--- config.mk ---
export PLATFORM = sky130hd
export DESIGN_NAME = noc_credit_link_buffer
export DESIGN_NICKNAME = d
export VERILOG_FILES = /design/src/rtl/noc_link_pkg.sv /design/src/rtl/noc_link_fifo.sv /design/src/rtl/noc_credit_link_buffer.sv
export SDC_FILE = /design/constraint.sdc
export NUM_CORES = 1
export LEC_CHECK = 0
export ABC_CLOCK_PERIOD_IN_PS = 6500
export CAP_MARGIN = 20
export CORE_ASPECT_RATIO = 1.2
export CORE_MARGIN = 4
export CORE_UTILIZATION = 53
export CTS_CLUSTER_DIAMETER = 50
export DETAILED_ROUTE_END_ITERATION = 10
export PLACE_DENSITY = 0.78
export RECOVER_POWER = 50
export SLEW_MARGIN = 15
export SYNTH_ARGS = -nofsm -noshare
export SYNTH_HDL_FRONTEND = slang
export SYNTH_HIERARCHICAL = 1
export SYNTH_SLANG_ARGS = --single-unit
--- constraint.sdc ---
create_clock -name clk -period 6.5 [get_ports clk]
set_input_delay 0.65 -clock clk [delete_from_list [all_inputs] [get_ports clk]]
set_output_delay 0.65 -clock clk [all_outputs]
set_load 0.05 [all_outputs]
--- src/rtl/noc_link_pkg.sv ---
// Shared types and width helpers for the NoC link buffer.
// Default flit layout matches the router port: {is_tail, dest, data}.
package noc_link_pkg;

  localparam int FLIT_WIDTH_DEF         = 64;
  localparam int DEST_WIDTH_DEF         = 4;
  localparam int BUFFER_DEPTH_DEF       = 2;
  localparam int DOWNSTREAM_CREDITS_DEF = 2;

  typedef struct packed {
    logic                      is_tail;
    logic [DEST_WIDTH_DEF-1:0] dest;
    logic [FLIT_WIDTH_DEF-1:0] data;
  } flit_t;

  // Bits needed to hold 0..max_val inclusive.
  function automatic int cnt_width(input int max_val);
    return (max_val < 1) ? 1 : $clog2(max_val + 1);
  endfunction

  // Bits needed to index 0..depth-1, never less than one.
  function automatic int ptr_width(input int depth);
    return (depth < 2) ? 1 : $clog2(depth);
  endfunction

endpackage

--- src/rtl/noc_link_fifo.sv ---
// noc_link_fifo: synchronous FIFO, head read from registered pointer into storage.
// Latency: a pushed entry is visible at head_dat the cycle after the push edge.
// Backpressure: push on full is ignored unless a pop happens at the same edge.
module noc_link_fifo
  import noc_link_pkg::*;
#(
  parameter int WIDTH = 69,
  parameter int DEPTH = 2
) (
  input  logic                        clk,
  input  logic                        rst_n,
  input  logic                        push,
  input  logic [WIDTH-1:0]            push_dat,
  input  logic                        pop,
  output logic [WIDTH-1:0]            head_dat,
  output logic                        full,
  output logic                        empty,
  output logic [cnt_width(DEPTH)-1:0] count
);

  localparam int PW = ptr_width(DEPTH);
  localparam int CW = cnt_width(DEPTH);

  logic [WIDTH-1:0] r_mem [DEPTH];
  logic [PW-1:0]    r_wr_ptr;
  logic [PW-1:0]    r_rd_ptr;
  logic [CW-1:0]    r_count;
  logic             w_do_push;
  logic             w_do_pop;

  // Modulo wrap so non-power-of-2 depths work.
  function automatic logic [PW-1:0] ptr_inc(input logic [PW-1:0] p);
    return (p == PW'(DEPTH - 1)) ? '0 : p + PW'(1);
  endfunction

  assign full      = (r_count == CW'(DEPTH));
  assign empty     = (r_count == '0);
  assign count     = r_count;
  assign head_dat  = r_mem[r_rd_ptr];
  assign w_do_pop  = pop && !empty;
  assign w_do_push = push && (!full || w_do_pop);

  always_ff @(posedge clk) begin
    if (w_do_push) begin
      r_mem[r_wr_ptr] <= push_dat;
    end
  end

  always_ff @(posedge clk or negedge rst_n) begin
    if (!rst_n) begin
      r_wr_ptr <= '0;
      r_rd_ptr <= '0;
      r_count  <= '0;
    end else begin
      if (w_do_push) begin
        r_wr_ptr <= ptr_inc(r_wr_ptr);
      end
      if (w_do_pop) begin
        r_rd_ptr <= ptr_inc(r_rd_ptr);
      end
      if (w_do_push && !w_do_pop) begin
        r_count <= r_count + CW'(1);
      end else if (!w_do_push && w_do_pop) begin
        r_count <= r_count - CW'(1);
      end
    end
  end

endmodule

--- src/rtl/noc_credit_link_buffer.sv ---
// noc_credit_link_buffer: credit-based relay buffer on an inter-router link, registered outputs.
// Latency: 2 cycles send_in->send_out; 1 cycle on an empty FIFO when NOC_CREDIT_LINK_BYPASS_EN is defined.
// Backpressure: none on input (upstream holds BUFFER_DEPTH credits); output stalls at zero downstream credits.
module noc_credit_link_buffer
  import noc_link_pkg::*;
#(
  parameter int FLIT_WIDTH         = FLIT_WIDTH_DEF,
  parameter int DEST_WIDTH         = DEST_WIDTH_DEF,
  parameter int BUFFER_DEPTH       = BUFFER_DEPTH_DEF,
  parameter int DOWNSTREAM_CREDITS = DOWNSTREAM_CREDITS_DEF
) (
  input  logic                               clk,
  input  logic                               rst_n,
  input  logic [FLIT_WIDTH-1:0]              data_in,
  input  logic [DEST_WIDTH-1:0]              dest_in,
  input  logic                               is_tail_in,
  input  logic                               send_in,
  output logic                               credit_out,
  output logic [FLIT_WIDTH-1:0]              data_out,
  output logic [DEST_WIDTH-1:0]              dest_out,
  output logic                               is_tail_out,
  output logic                               send_out,
  input  logic                               credit_in,
  output logic [cnt_width(BUFFER_DEPTH)-1:0] occupancy,
  output logic                               err_overflow,
  output logic                               err_credit
);

  localparam int CRW = cnt_width(DOWNSTREAM_CREDITS);
  localparam logic [CRW-1:0] CR_MAX = CRW'(DOWNSTREAM_CREDITS);

  typedef struct packed {
    logic                  is_tail;
    logic [DEST_WIDTH-1:0] dest;
    logic [FLIT_WIDTH-1:0] data;
  } link_flit_t;

  link_flit_t     w_in_flit;
  link_flit_t     w_head;
  link_flit_t     w_launch_flit;
  link_flit_t     r_flit;
  logic           w_fifo_full;
  logic           w_fifo_empty;
  logic           w_has_credit;
  logic           w_bypass;
  logic           w_pop;
  logic           w_push;
  logic           w_launch;
  logic           w_overflow;
  logic           w_credit_err;
  logic [CRW-1:0] w_credit_nxt;
  logic [CRW-1:0] r_credits;
  logic           r_send_out;
  logic           r_credit_out;
  logic           r_err_ovf;
  logic           r_err_cr;

  assign w_in_flit = '{is_tail: is_tail_in, dest: dest_in, data: data_in};

  noc_link_fifo #(
    .WIDTH ($bits(link_flit_t)),
    .DEPTH (BUFFER_DEPTH)
  ) u_fifo (
    .clk      (clk),
    .rst_n    (rst_n),
    .push     (w_push),
    .push_dat (w_in_flit),
    .pop      (w_pop),
    .head_dat (w_head),
    .full     (w_fifo_full),
    .empty    (w_fifo_empty),
    .count    (occupancy)
  );

  assign w_has_credit = (r_credits != '0);

`ifdef NOC_CREDIT_LINK_BYPASS_EN
  // Only legal when nothing is queued, so arrival order is kept.
  assign w_bypass = send_in && w_fifo_empty && w_has_credit;
`else
  assign w_bypass = 1'b0;
`endif

  // Pop decision uses pre-edge state, so a push into a full FIFO reuses the popped slot.
  assign w_pop         = !w_fifo_empty && w_has_credit;
  assign w_launch      = w_pop || w_bypass;
  assign w_push        = send_in && !w_bypass && (!w_fifo_full || w_pop);
  assign w_overflow    = send_in && !w_bypass && w_fifo_full && !w_pop;
  assign w_launch_flit = w_bypass ? w_in_flit : w_head;
  assign w_credit_err  = credit_in && (r_credits == CR_MAX);

  always_comb begin
    w_credit_nxt = r_credits;
    if (credit_in && !w_launch) begin
      if (r_credits != CR_MAX) begin
        w_credit_nxt = r_credits + CRW'(1);
      end
    end else if (!credit_in && w_launch) begin
      w_credit_nxt = r_credits - CRW'(1);
    end
  end

  always_ff @(posedge clk or negedge rst_n) begin
    if (!rst_n) begin
      r_credits    <= CR_MAX;
      r_send_out   <= 1'b0;
      r_credit_out <= 1'b0;
      r_flit       <= '0;
      r_err_ovf    <= 1'b0;
      r_err_cr     <= 1'b0;
    end else begin
      r_credits    <= w_credit_nxt;
      r_send_out   <= w_launch;
      r_credit_out <= w_launch;
      if (w_launch) begin
        r_flit <= w_launch_flit;
      end
      if (w_overflow) begin
        r_err_ovf <= 1'b1;
      end
      if (w_credit_err) begin
        r_err_cr <= 1'b1;
      end
    end
  end

  assign send_out     = r_send_out;
  assign credit_out   = r_credit_out;
  assign data_out     = r_flit.data;
  assign dest_out     = r_flit.dest;
  assign is_tail_out  = r_flit.is_tail;
  assign err_overflow = r_err_ovf;
  assign err_credit   = r_err_cr;

endmodule

After elaboration in Yosys (flattened, before gate mapping)
Memory sizes are Yosys's and may differ from the RTL's. A register that Yosys moved wholly into a read port is not among the register bits.
Cells that the tools add are included.
W data, S select, Z words.
Storage, ports and cells
  register bits after elaboration: 9
  RAM bits: 138
  output and inout port bits: 75
  logic and storage cells: 52
  memories: 1
Operators by class
  add/subtract/negate cells: 6
  equality and inequality tests: 4
  mux-type cells: 9
  reductions and logical operators: 25
Memories
  u_fifo.r_mem: words 2, width 69, rd ports 1, clocked after Yosys merged registers in 1, wr ports 1, line noc_link_fifo.sv:24  | logic [WIDTH-1:0] r_mem [DEPTH];
Operators with widths (count)
  $logic_and A1 B1 Y1: 11
  $mux W2: 5
  $logic_not A1 Y1: 7
  $reduce_bool A2 Y1: 3
  $add A2 B1 Y2 const B: 2
  $eq A2 B2 Y1 const B: 2
  $mux W1: 4
  $sub A2 B1 Y2 const B: 2
  $add A1 B1 Y1 const B: 2
  $logic_not A2 Y1: 1
  $logic_or A1 B1 Y1: 2
  $ne A2 B1 Y1 const B: 1
  $ne A2 B2 Y1 const B: 1
  $reduce_and A2 Y1: 1

Depth between registers and ports, before layout
Gate-level depths: netlist (run 1).
  word-level depth: 10
  depth in mapped cells: 11
  gate-level depth less buffers: 9

Cells and area by module
Netlist (run 1), hierarchy kept.
By module, submodules not included
  noc_link_fifo: instances 1, cells each 235, area an instance 5541.6 µm², seq. area each 4244.1 µm²
  noc_credit_link_buffer: instances 1, cells each 169, area an instance 3139.3 µm², seq. area each 1853.0 µm²

Least setup slack after synthesis (run 1)
No wires, ideal clock.
  kind: register to register
  from: register u_fifo.r_count[0] (netlist: u_fifo/count[0])
  to: memory u_fifo.r_mem[0][0], enable pin
  library setup time: 496 ps
  arrival: 4625 ps
  required time: 6004 ps
  path slack: 1378 ps
  stages on the path, launching flop included: 8
  path buffers: 2
  clock period less this slack: 5122 ps
  cell sequence: dfrtp_1 nor2_1 o21bai_1 buf_6 buf_12 a21boi_0 o21ai_2 nor2_1
On the way
  cells in the longest elaborated chain, start to end: 8
  elaborated cells on any way between the ends: 12
  classes of those cells: eq/ne (1); mux (2); reduce/logical (9)
RTL lines
  start: declaration: line noc_link_fifo.sv:27  | logic [CW-1:0] r_count;
  start signal: assignment: line noc_link_fifo.sv:62  | r_count <= r_count + CW'(1);
  start signal: assignment: line noc_link_fifo.sv:64  | r_count <= r_count - CW'(1);
  $logic_not A2 Y1: line noc_link_fifo.sv:37  | assign empty = (r_count == '0);
  named net w_fifo_empty: line noc_credit_link_buffer.sv:43  | logic w_fifo_empty;
  $logic_not A1 Y1: line noc_credit_link_buffer.sv:85  | assign w_pop = !w_fifo_empty && w_has_credit;
  $logic_and A1 B1 Y1: line noc_credit_link_buffer.sv:85
  $logic_or A1 B1 Y1: line noc_credit_link_buffer.sv:87  | assign w_push = send_in && !w_bypass && (!w_fifo_full || w_pop);
  $logic_and A1 B1 Y1: line noc_credit_link_buffer.sv:87
  named net w_push: line noc_credit_link_buffer.sv:47  | logic w_push;
  $logic_and A1 B1 Y1: line noc_link_fifo.sv:41  | assign w_do_push = push && (!full || w_do_pop);
  $mux W1: line noc_link_fifo.sv:44  | if (w_do_push) begin
  $mux W1 (implied by the code): line noc_link_fifo.sv:45  | r_mem[r_wr_ptr] <= push_dat;
  end: declaration: line noc_link_fifo.sv:24
The timed path passes the listed nets, and every way through them passes these cells.

==> parameters.txt, run 1 <==
Parameter                              Value

Route
  Final Routed Wirelength    15.2 mm
  Number of design-rule violations left by the first detailed-router iteration    145
  1st-pass router iterations    4
  Wirelength per Cell    19.2 µm
  DR vias    3971
  Final routed DRC violation total    0
  Mean number of vias per cell    5.03
  Number of nets with antenna violations after detailed routing    0

Floorplanning
  Die Width    125 µm
  Overall die area    18500 µm²
  Site Rows    51
  Die H    148 µm
  Starting Density    0.538
  Core box area    16100 µm²
  I/O pin cnt    148

Setup path
  Reg2Reg Depth    7
  Start point of the critical path    rst_n
  Flop-to-flop setup slack    2.62 ns
  Critical Path AT    4.00 ns
  Cell at the slowest stage of the critical path    sky130_fd_sc_hd__clkbuf_1
  Kind of cell with the highest combined delay on the critical path    buffers and inverters
  Cell Chain, Critical Path    clkbuf_1 > clkbuf_1
  Cell occurring most often along the worst timing path    sky130_fd_sc_hd__clkbuf_1
  Sort of element at the end of the critical path    async pin
  Endpoint of the worst-slack reg-to-reg timing path    u_fifo/r_mem[0][56]
  Number of buffer and inverter instances along the worst setup path    2
  Largest incremental delay on the critical path    1.72 ns
  Worst Path Class, Setup    input port to async pin
  Required arrival time at the worst endpoint    6.31 ns
  Kind of start point of the critical path    input port
  Critical R2R Launch    u_fifo/count[0]
  Worst setup path endpoint    u_fifo/r_rd_ptr
  Critical path peak fanout    40
  Number of gates on the worst path with buffers counted    2

Clock tree
  CTS H-tree lvls    1
  Clock tree from TritonCTS    done
  Largest buffer count on any clock path    3
  Post-CTS setup buffer count    0
  Resized Gates After CTS    0
  Number of buffers created by CTS    21
  Post-CTS Hold Buffers    0
  Post-CTS clock slew at the launch and capture registers of the worst setup and hold paths    0.06 ns
  Root Buffer    sky130_fd_sc_hd__clkbuf_16
  Source-to-sink clock delay at the later pin of the worst-skew pair    0.49 ns
  Sink count of the clock tree    216

Run status
  Violations in the final reports    capacitance limit, slew limit
  Outcome    finished, violations left

Global route
  Global-route wire length before repair    23.8 mm
  Antenna violations before repair    1
  Total global-route track usage    0.163
  Number of global-route vias before repair    4351
  Final global-route overflow total    0
  Maximum number of pins on one net before global-route repair    41

Logic synthesis
  Netlist cell types    27
  Yosys Warn Count    6
  Number of nets produced by synthesis    478
  Mean instance size in the synthesized netlist    21.5 µm²
  Synthesized netlist cell count    404
  Netlist area before placement    8680 µm²
  Sequential fraction of the synthesis area    0.702
  Number of register bits inferred by synthesis    216

STA
  Relative slew slack    -0.517
  Final Hold Viols    0
  RSZ-0062 raised after global routing    false
  Sum Neg Setup Slack    0 ns
  Final-report setup violation count    0
  Fin worst setup slack    2.31 ns
  Final max-slew violation count    96
  Upper clock frequency limit    0.239 GHz
  Share of the clock period used by the worst path after layout    0.645
  Slew of the pin with the lowest slew margin    2.28 ns
  Fin Hold WS    0.461 ns
  Period minus WS final    4.19 ns
  Clock skew after layout    0.0129 ns

Place
  Last weighted congestion value of the routability-driven placer    0.713
  Detailed placement HPWL    10.0 mm
  Count of buffers inserted at the top-level ports    147
  Worst setup timing slack at the placement stage    2.94 ns

Final layout
  Fraction of layout instances using a drive strength above 1    0.270
  Most frequent cells in the layout    sky130_fd_sc_hd__edfxtp_1, sky130_fd_sc_hd__mux2_4, sky130_fd_sc_hd__dlygate4sd3_1
  Commonest non-fill, non-tap cell in the layout    sky130_fd_sc_hd__edfxtp_1
  Final net count    637
  Final core utilization    0.663
  Area growth from synthesis to layout    23.3%

Pwr
  Maximum vdd ir drop    0.329 mV
  Power per standard cell area    595 nW/µm²
  Leakage power summed over all cells    4.24 nW

Worst hold path
  Worst min-delay path class    flip-flop to flip-flop

Flow run
  Max-cap check violation count    3
## layout make-up
cell class                 count  area (µm²)
sequential                   216        6100
fill                        1106        5440
multi-input combinational    167        2180
timing repair buffer         153        1510
clock buffer                  30         569
tap                          212         265
clock inverter                 7        61.3
inverter                       4        15.0
antenna                        1        2.50
## per-stage QoR
| stage | instance area (µm²) | total power [mW] | instances |
|---|---|---|---|
| 5_1_grt | 10700 | 6.67 | 790 |
| 4_1_cts | 10800 | 6.62 | 789 |
| 2_1_floorplan | 8680 | 4.86 | 404 |
| 3_3_place_gp | 10200 | 5.40 | 752 |
| 6_report | 10700 | 6.37 | 790 |
| 3_5_place_dp | 10200 | 5.47 | 752 |
## cell usage after synthesis
cell type,number,area (µm²)
sky130_fd_sc_hd__nor2_1,7,26.3
sky130_fd_sc_hd__nand2_1,2,7.51
sky130_fd_sc_hd__dfrtp_1,77,1930
sky130_fd_sc_hd__o21ai_2,1,8.76
sky130_fd_sc_hd__nor3_1,1,5.00
sky130_fd_sc_hd__mux2_2,2,22.5
sky130_fd_sc_hd__o21bai_1,2,15.0
sky130_fd_sc_hd__xor2_1,2,17.5
sky130_fd_sc_hd__edfxtp_1,138,4140
sky130_fd_sc_hd__mux2_4,136,2040
sky130_fd_sc_hd__buf_12,14,280
sky130_fd_sc_hd__a31o_2,1,8.76
sky130_fd_sc_hd__nor2b_1,1,6.26
sky130_fd_sc_hd__buf_4,1,7.51
sky130_fd_sc_hd__a211oi_1,1,7.51
sky130_fd_sc_hd__a21oi_1,2,10.0
sky130_fd_sc_hd__dfstp_2,1,26.3
sky130_fd_sc_hd__o21a_1,1,7.51
sky130_fd_sc_hd__xnor2_1,3,26.3
sky130_fd_sc_hd__xnor2_2,1,16.3
sky130_fd_sc_hd__inv_1,3,11.3
sky130_fd_sc_hd__o21ai_1,1,5.00
sky130_fd_sc_hd__nand2b_1,1,6.26
sky130_fd_sc_hd__ha_1,1,12.5
sky130_fd_sc_hd__inv_2,1,3.75
sky130_fd_sc_hd__a21boi_0,1,7.51
sky130_fd_sc_hd__buf_6,2,22.5
## kinds of logic (layout without fill, tap and decap cells)
kind of cell | after synthesis | count (layout) | share of synthesized area
muxes | 138 | 138 | 0.238
other | 0 | 1 | 0
and+or+nand+nor | 12 | 12 | 0.00591
AOI/OAI and AO/OA | 10 | 10 | 0.00807
DFF | 216 | 216 | 0.702
buffers and inverters | 21 | 194 | 0.0375
adders and majority gates | 1 | 1 | 0.00144
xor gates and xnor gates | 6 | 6 | 0.00692
## registers in the layout, summed over array words and instances, names as in the netlist, 2 cells and up
| signal | flops |
|---|---|
| data_out | 64 |
| r_credits | 2 |
| u_fifo/count | 2 |
| u_fifo/r_mem | 138 |
| dest_out | 4 |
## worst min path at each step
stage                 start            to  slack, ns  depth (start not counted)
2_1_floorplan         rst_n    credit_out       0.35                          0
3_5_place_dp   err_overflow  err_overflow       0.46                          1
4_1_cts               rst_n   data_out[3]       0.14                          1
3_3_place_gp   err_overflow  err_overflow       0.45                          1
5_1_grt        err_overflow  err_overflow       0.49                          1
6_report       err_overflow  err_overflow       0.46                          1
## report_power, final
group / total (mW) / leakage [nW] / switching, mW / internal (mW)
logic: 2.94 / 1.74 / 1.60 / 1.34
registers: 2.32 / 2.19 / 0.293 / 2.03
clock network: 1.12 / 0.309 / 0.467 / 0.649
total: 6.37 / 4.24 / 2.36 / 4.01
## metal layers
| metal | track usage | wire [µm] |
|---|---|---|
| met5 | 0 | 0 |
| met3 | 0.0374 | 723 |
| met2 | 0.305 | 8190 |
| met1 | 0.190 | 5980 |
| met4 | 0.0450 | 271 |
No activity file was read; power rests on OpenSTA's default activity.
==> run 2: changes to the inputs <==
Settings changed: ABC_CLOCK_PERIOD_IN_PS 6500 to 3650, CORE_UTILIZATION 53 to 48, PLACE_DENSITY 0.78 to 0.74.
Clock period 6.5 ns to 3.65 ns, I/O delays scaled along.
==> run 2 against run 1 <==
The flow still finishes with violations (capacitance limit, slew limit). Clock-buffer cell count fell by 1. Non-clock buffer count rose by 1. Clock skew rose by 0.00090 ns. Critical path depth rose by 4. Wire length fell by 1.6%. Utilization fell by 4.1 points. Clock power rose by 110%. Critical path type is now flip-flop to flip-flop. Largest cell class unchanged.
==> parameters.txt, run 2 (synthesis results as in run 1) <==
Parameter                              Value

Clock tree
  Number of buffers created by CTS    23 (+9.5%)
  Sink count of the clock tree    216 (unchanged)
  Clock tree from TritonCTS    done
  Post-CTS clock slew at the launch and capture registers of the worst setup and hold paths    0.06 ns (about the same)
  CTS H-tree lvls    1 (unchanged)
  Post-CTS setup buffer count    0 (unchanged)
  Resized Gates After CTS    0 (unchanged)
  Source-to-sink clock delay at the later pin of the worst-skew pair    0.49 ns (about the same)
  Root Buffer    sky130_fd_sc_hd__clkbuf_16
  Largest buffer count on any clock path    3 (unchanged)
  Post-CTS Hold Buffers    0 (unchanged)

Final layout
  Most frequent cells in the layout    sky130_fd_sc_hd__edfxtp_1, sky130_fd_sc_hd__mux2_4, sky130_fd_sc_hd__dlygate4sd3_1
  Finished Layout Cells    803 (+1.6%)
  Area growth from synthesis to layout    26.4%
  Fraction of layout instances using a drive strength above 1    0.316 (+0.0458)
  Fill cell count    1271 (+15%)
  Flip-flop count of the largest register, all copies and words added    138 (unchanged)
  Final net count    640 (+0.47%)
  Register ranked first by flip-flop count    u_fifo/r_mem
  Commonest non-fill, non-tap cell in the layout    sky130_fd_sc_hd__edfxtp_1

Global route
  Maximum number of pins on one net before global-route repair    79 (+93%)
  Number of global-route vias before repair    4497 (+3.4%)
  Total global-route track usage    0.148 (-0.0154)
  Final global-route overflow total    0 (unchanged)
  Antenna violations before repair    1 (unchanged)
  Global-route wire length before repair    23.5 mm (-0.99%)

STA
  Fin worst setup slack    0.537 ns (-1.77 ns)
  Sum Neg Setup Slack    0 ns (unchanged)
  Slew of the pin with the lowest slew margin    2.04 ns (-0.237 ns)
  Clock skew after layout    0.0138 ns (+0.000904 ns)
  RSZ-0062 raised after global routing    false
  Period minus WS final    3.11 ns
  Share of the clock period used by the worst path after layout    0.853
  Upper clock frequency limit    0.321 GHz
  Final-report setup violation count    0 (unchanged)
  Final max-slew violation count    38 (-60%)
  Relative slew slack    -0.359 (+0.158)
  Final Hold Viols    0 (unchanged)

Route
  Final Routed Wirelength    14.9 mm (-1.6%)
  1st-pass router iterations    4 (unchanged)
  Final routed DRC violation total    0 (unchanged)
  Wirelength per Cell    18.6 µm (-3.2%)
  Number of nets with antenna violations after detailed routing    0 (unchanged)
  DR vias    4011 (+1.0%)
  Mean number of vias per cell    5.00 (-0.63%)
  Number of design-rule violations left by the first detailed-router iteration    127 (-12%)

Place
  Last weighted congestion value of the routability-driven placer    0.722 (+1.3%)
  Count of buffers inserted at the top-level ports    147 (unchanged)
  Number of cells in the design after placement    759 (+0.93%)
  Detailed placement HPWL    9.82 mm (-2.1%)
  Worst setup timing slack at the placement stage    0.655 ns (-2.29 ns)

Setup path
  Critical path peak fanout    39 (-2.5%)
  Sort of element at the end of the critical path    flip-flop
  Worst Path Class, Setup    flip-flop to flip-flop
  Critical Path AT    3.23 ns (-0.77 ns)
  Kind of start point of the critical path    flip-flop
  Required arrival time at the worst endpoint    3.77 ns (-2.54 ns)

Run status
  Violations in the final reports    capacitance limit, slew limit
  Outcome    finished, violations left

Floorplanning
  Site Rows    53 (+3.9%)
  Starting Density    0.492 (-0.0456)
  Core box area    17600 µm² (+9.3%)
  Overall die area    20300 µm² (+9.8%)
  I/O pin cnt    148 (unchanged)
  Die Width    131 µm (+4.8%)
  Die H    155 µm (+4.8%)

Pwr
  Leakage power summed over all cells    4.42 nW (+4.4%)
  Power per standard cell area    1090 nW/µm² (+83%)
  Maximum vdd ir drop    0.617 mV (+87%)

Flow run
  Max-cap check violation count    1 (-2)

Worst hold path
  Worst min-delay path class    input port to async pin
## run 2: cell types whose count changed in the layout (fill, tap and decap cells not counted), sizes merged
cell and delta:
clkbuf -1, clkdlybuf4s50 -22, bufinv +2, dlygate4sd3 +23, clkinvlp +1, clkinv +2
## run 2: metal layers
metal | up-vias | GRT usage | routed length (µm)
li1 | 1844 | - | -
met1 | 2023 | 0.170 | 5780
met2 | 113 | 0.269 | 8080
met3 | 31 | 0.0330 | 717
met4 | 0 | 0.0500 | 337
met5 | - | 0 | 0
## run 2: critical path: stages, from the launching register on
cell	delay (ns)
sky130_fd_sc_hd__dfrtp_1	0.45
sky130_fd_sc_hd__nor2_1	0.15
sky130_fd_sc_hd__o21bai_1	0.24
sky130_fd_sc_hd__a21boi_0	0.19
sky130_fd_sc_hd__o21ai_0	0.29
sky130_fd_sc_hd__nor2_4	0.79
sky130_fd_sc_hd__buf_4	0.60
## run 2: layout make-up
cell class / instances / area, µm² / area share
flip-flops and latches: 216 / 6100 / 0.556
multi-input cells: 167 / 2270 / 0.207
repair buffers: 154 / 1530 / 0.139
clock buffers: 29 / 629 / 0.0573
well taps: 220 / 275 / 0.0251
clock inverters: 12 / 154 / 0.0140
inverters: 4 / 15.0 / 0.00137
diodes: 1 / 2.50 / 0.000228
## run 2: path summary, 6_finish.rpt
check | start | endpoint | slack, ns | depth (start not counted)
max in group asynchronous | rst_n | data_out[5] | 0.93 | 3
min | rst_n | r_credits[0] | 0.41 | 2
max reg2reg | u_fifo/count[0] | u_fifo/r_mem[1][42] | 0.54 | 6
max | u_fifo/count[0] | u_fifo/r_mem[1][42] | 0.54 | 6
min in group clk | err_overflow | err_overflow | 0.47 | 1
min reg2reg | err_overflow | err_overflow | 0.47 | 1
## run 2: metrics by stage
step	instance area [µm²]	power (mW)	hold WS (ns)	utilization
finish	11000	11.9	0.405	0.622
detailed placement	10200	9.77	0.464	0.578
global route	11000	12.5	0.474	0.622
floorplan	8690	8.63	0.0694	-
CTS	11000	12.2	0.0945	0.622
global placement	10200	9.62	0.457	0.578
## run 2: where the power goes
part           internal [mW]  total, mW  switching (mW)
logic                   2.57       5.44            2.87
clock network           1.44       2.35           0.907
registers               3.61       4.14           0.531
==> run 3: changes to the inputs <==
Settings changed: CTS_CLUSTER_SIZE from default to 10.
==> run 3 against run 2 <==
Hold slack improved by 0.073 ns. Sequential power barely moved. The flow still finishes with violations (capacitance limit, slew limit). Global-route usage barely moved. Critical path depth did not move. Maximum frequency fell by 0.70%. Sequential cell count did not move. Clock skew fell by 0.0068 ns. Die area did not move. Largest cell class unchanged. Power fell by 1.6%.
==> parameters.txt, run 3 (synthesis results as in run 1) <==
Parameter                              Value

Final layout
  Final net count    642 (+0.31%)
  Area occupied by registers    6100 µm² (unchanged)
  Fill cell count    1278 (+0.55%)
  Register ranked first by flip-flop count    u_fifo/r_mem
  Commonest non-fill, non-tap cell in the layout    sky130_fd_sc_hd__edfxtp_1
  Final core utilization    0.619 (-0.00298)
  Fraction of layout instances using a drive strength above 1    0.302 (-0.0146)
  Most frequent cells in the layout    sky130_fd_sc_hd__edfxtp_1, sky130_fd_sc_hd__mux2_4, sky130_fd_sc_hd__dlygate4sd3_1
  Area of combinational cells with multiple inputs    2270 µm² (unchanged)
  Flip-flop count of the largest register, all copies and words added    138 (unchanged)
  Post-route cell area    10900 µm² (-0.48%)
  Area growth from synthesis to layout    25.8%

Place
  Placed cell areas    10200 µm² (unchanged)
  Worst setup timing slack at the placement stage    0.655 ns (unchanged)
  Last weighted congestion value of the routability-driven placer    0.722 (unchanged)
  Detailed placement HPWL    9.82 mm (unchanged)
  Count of buffers inserted at the top-level ports    147 (unchanged)

Route
  1st-pass router iterations    4 (unchanged)
  Final Routed Wirelength    15.1 mm (+0.96%)
  Final routed DRC violation total    0 (unchanged)
  DR vias    4003 (-0.20%)
  Mean number of vias per cell    4.95 (-0.82%)
  Wirelength per Cell    18.6 µm (+0.33%)
  Number of nets with antenna violations after detailed routing    0 (unchanged)
  Number of design-rule violations left by the first detailed-router iteration    193 (+52%)

Global route
  Global-route wire length before repair    23.6 mm (+0.32%)
  Routing usage on met1    0.170 (about the same)
  Met2 track demand over resource in global routing    0.270 (+0.00146)
  Antenna violations before repair    1 (unchanged)
  Final global-route overflow total    0 (unchanged)
  Layer with the highest usage after global routing    met2
  Global Route met3 Usage    0.0333 (+0.000343)
  Number of global-route vias before repair    4488 (-0.20%)
  Maximum number of pins on one net before global-route repair    79 (unchanged)
  Total global-route track usage    0.148 (-0.000374)

Floorplanning
  Core box area    17600 µm² (unchanged)
  Starting Density    0.492 (unchanged)
  I/O pin cnt    148 (unchanged)
  Die Width    131 µm (unchanged)
  Overall die area    20300 µm² (unchanged)
  Site Rows    53 (unchanged)
  Die H    155 µm (unchanged)

Worst hold path
  Origin of the worst min-delay path    err_overflow
  Worst Hold Path EP    err_overflow
  Worst min-delay path class    flip-flop to flip-flop
  Hold path cells    1

STA
  Slew of the pin with the lowest slew margin    1.54 ns (-0.495 ns)
  Clock skew after layout    0.00694 ns (-0.00682 ns)
  Fin worst setup slack    0.515 ns (-0.0220 ns)
  Relative slew slack    -0.0286 (+0.330)
  Period minus WS final    3.14 ns (+0.0220 ns)
  Final max-slew violation count    26 (-32%)
  Final-report setup violation count    0 (unchanged)
  Upper clock frequency limit    0.319 GHz (-0.70%)
  RSZ-0062 raised after global routing    false
  Final Hold Viols    0 (unchanged)
  Share of the clock period used by the worst path after layout    0.859 (+0.00602)

Setup path
  Reg2Reg Depth    6 (unchanged)
  Critical Path AT    3.27 ns (+0.04 ns)
  Worst Path Class, Setup    flip-flop to flip-flop
  Flop-to-flop setup slack    0.51 ns (-0.02 ns)
  Sort of element at the end of the critical path    flip-flop
  Cell Chain, Critical Path    nor2_1 > o21bai_1 > a21boi_0 > o21ai_0 > nor2_4 > buf_4
  Critical path peak fanout    39 (unchanged)
  Largest incremental delay on the critical path    0.79 ns (about the same)
  Endpoint of the worst-slack reg-to-reg timing path    u_fifo/r_mem[1][57]
  Required arrival time at the worst endpoint    3.79 ns (+0.02 ns)
  Number of buffer and inverter instances along the worst setup path    1 (unchanged)
  Kind of cell with the highest combined delay on the critical path    simple AND/OR/NAND/NOR gates
  Critical R2R Launch    u_fifo/count[0]
  Kind of start point of the critical path    flip-flop
  Cell at the slowest stage of the critical path    sky130_fd_sc_hd__nor2_4

Run status
  Violations in the final reports    capacitance limit, slew limit
  Outcome    finished, violations left

Flow run
  Max-cap check violation count    1 (unchanged)

Clock tree
  Root Buffer    sky130_fd_sc_hd__clkbuf_16
  Resized Gates After CTS    0 (unchanged)
  Number of buffers created by CTS    25 (+8.7%)
  Sink count of the clock tree    216 (unchanged)
  Post-CTS setup buffer count    0 (unchanged)
  Largest buffer count on any clock path    3 (unchanged)
  Source-to-sink clock delay at the later pin of the worst-skew pair    0.50 ns (about the same)
  Clock tree from TritonCTS    done
  Post-CTS clock slew at the launch and capture registers of the worst setup and hold paths    0.05 ns (about the same)
  CTS H-tree lvls    1 (unchanged)
  Post-CTS Hold Buffers    0 (unchanged)

Pwr
  Leakage power summed over all cells    4.39 nW (-0.71%)
  Maximum vdd ir drop    0.618 mV (+0.29%)
  Power per standard cell area    1070 nW/µm² (-1.1%)
## run 3: per-layer routing
metal  wire, µm  vias up  share of wire
li1           -     1848              -
met1       5900     2026           0.39
met2       8140      105           0.54
met3        730       24          0.048
met4        284        0          0.019
met5          0        -              0
## run 3: worst max-delay path by stage
stage / start / to / slack [ns] / cells after the start
floorplan: u_fifo/count[0] / u_fifo/r_mem[0][0] / -0.32 / 7
global placement: send_in / u_fifo/r_mem[1][36] / 0.68 / 5
detailed placement: send_in / u_fifo/r_mem[1][39] / 0.65 / 5
CTS: u_fifo/count[0] / u_fifo/r_mem[1][39] / 0.66 / 6
global route: u_fifo/count[0] / u_fifo/r_mem[1][40] / 0.28 / 6
finish: u_fifo/count[0] / u_fifo/r_mem[1][57] / 0.51 / 6
## run 3: where the power goes
group,total (mW),leakage [nW],switching [mW],internal (mW)
Clock,2.16,0.339,0.877,1.28
Combinational,5.44,1.87,2.86,2.58
Sequential,4.14,2.19,0.528,3.61
Total,11.7,4.39,4.27,7.47
## run 3: cell type report
type	instances	area share
Antenna cell	1	0.000229
Clock buffer	44	0.0638
Clock inverter	2	0.00126
Inverter	4	0.00137
Multi-Input combinational cell	167	0.208
Sequential cell	216	0.558
Tap cell	220	0.0252
Timing Repair Buffer	154	0.142
## run 3: through the flow
stage	total power, mW	hold WS, ns	std cells	TNS [ns]
2_1_floorplan	8.63	0.0694	404	-44.04
3_3_place_gp	9.62	0.457	759	0
3_5_place_dp	9.77	0.464	759	0
4_1_cts	12.0	0.0886	805	0
5_1_grt	12.3	0.481	808	0
6_report	11.7	0.479	808	0
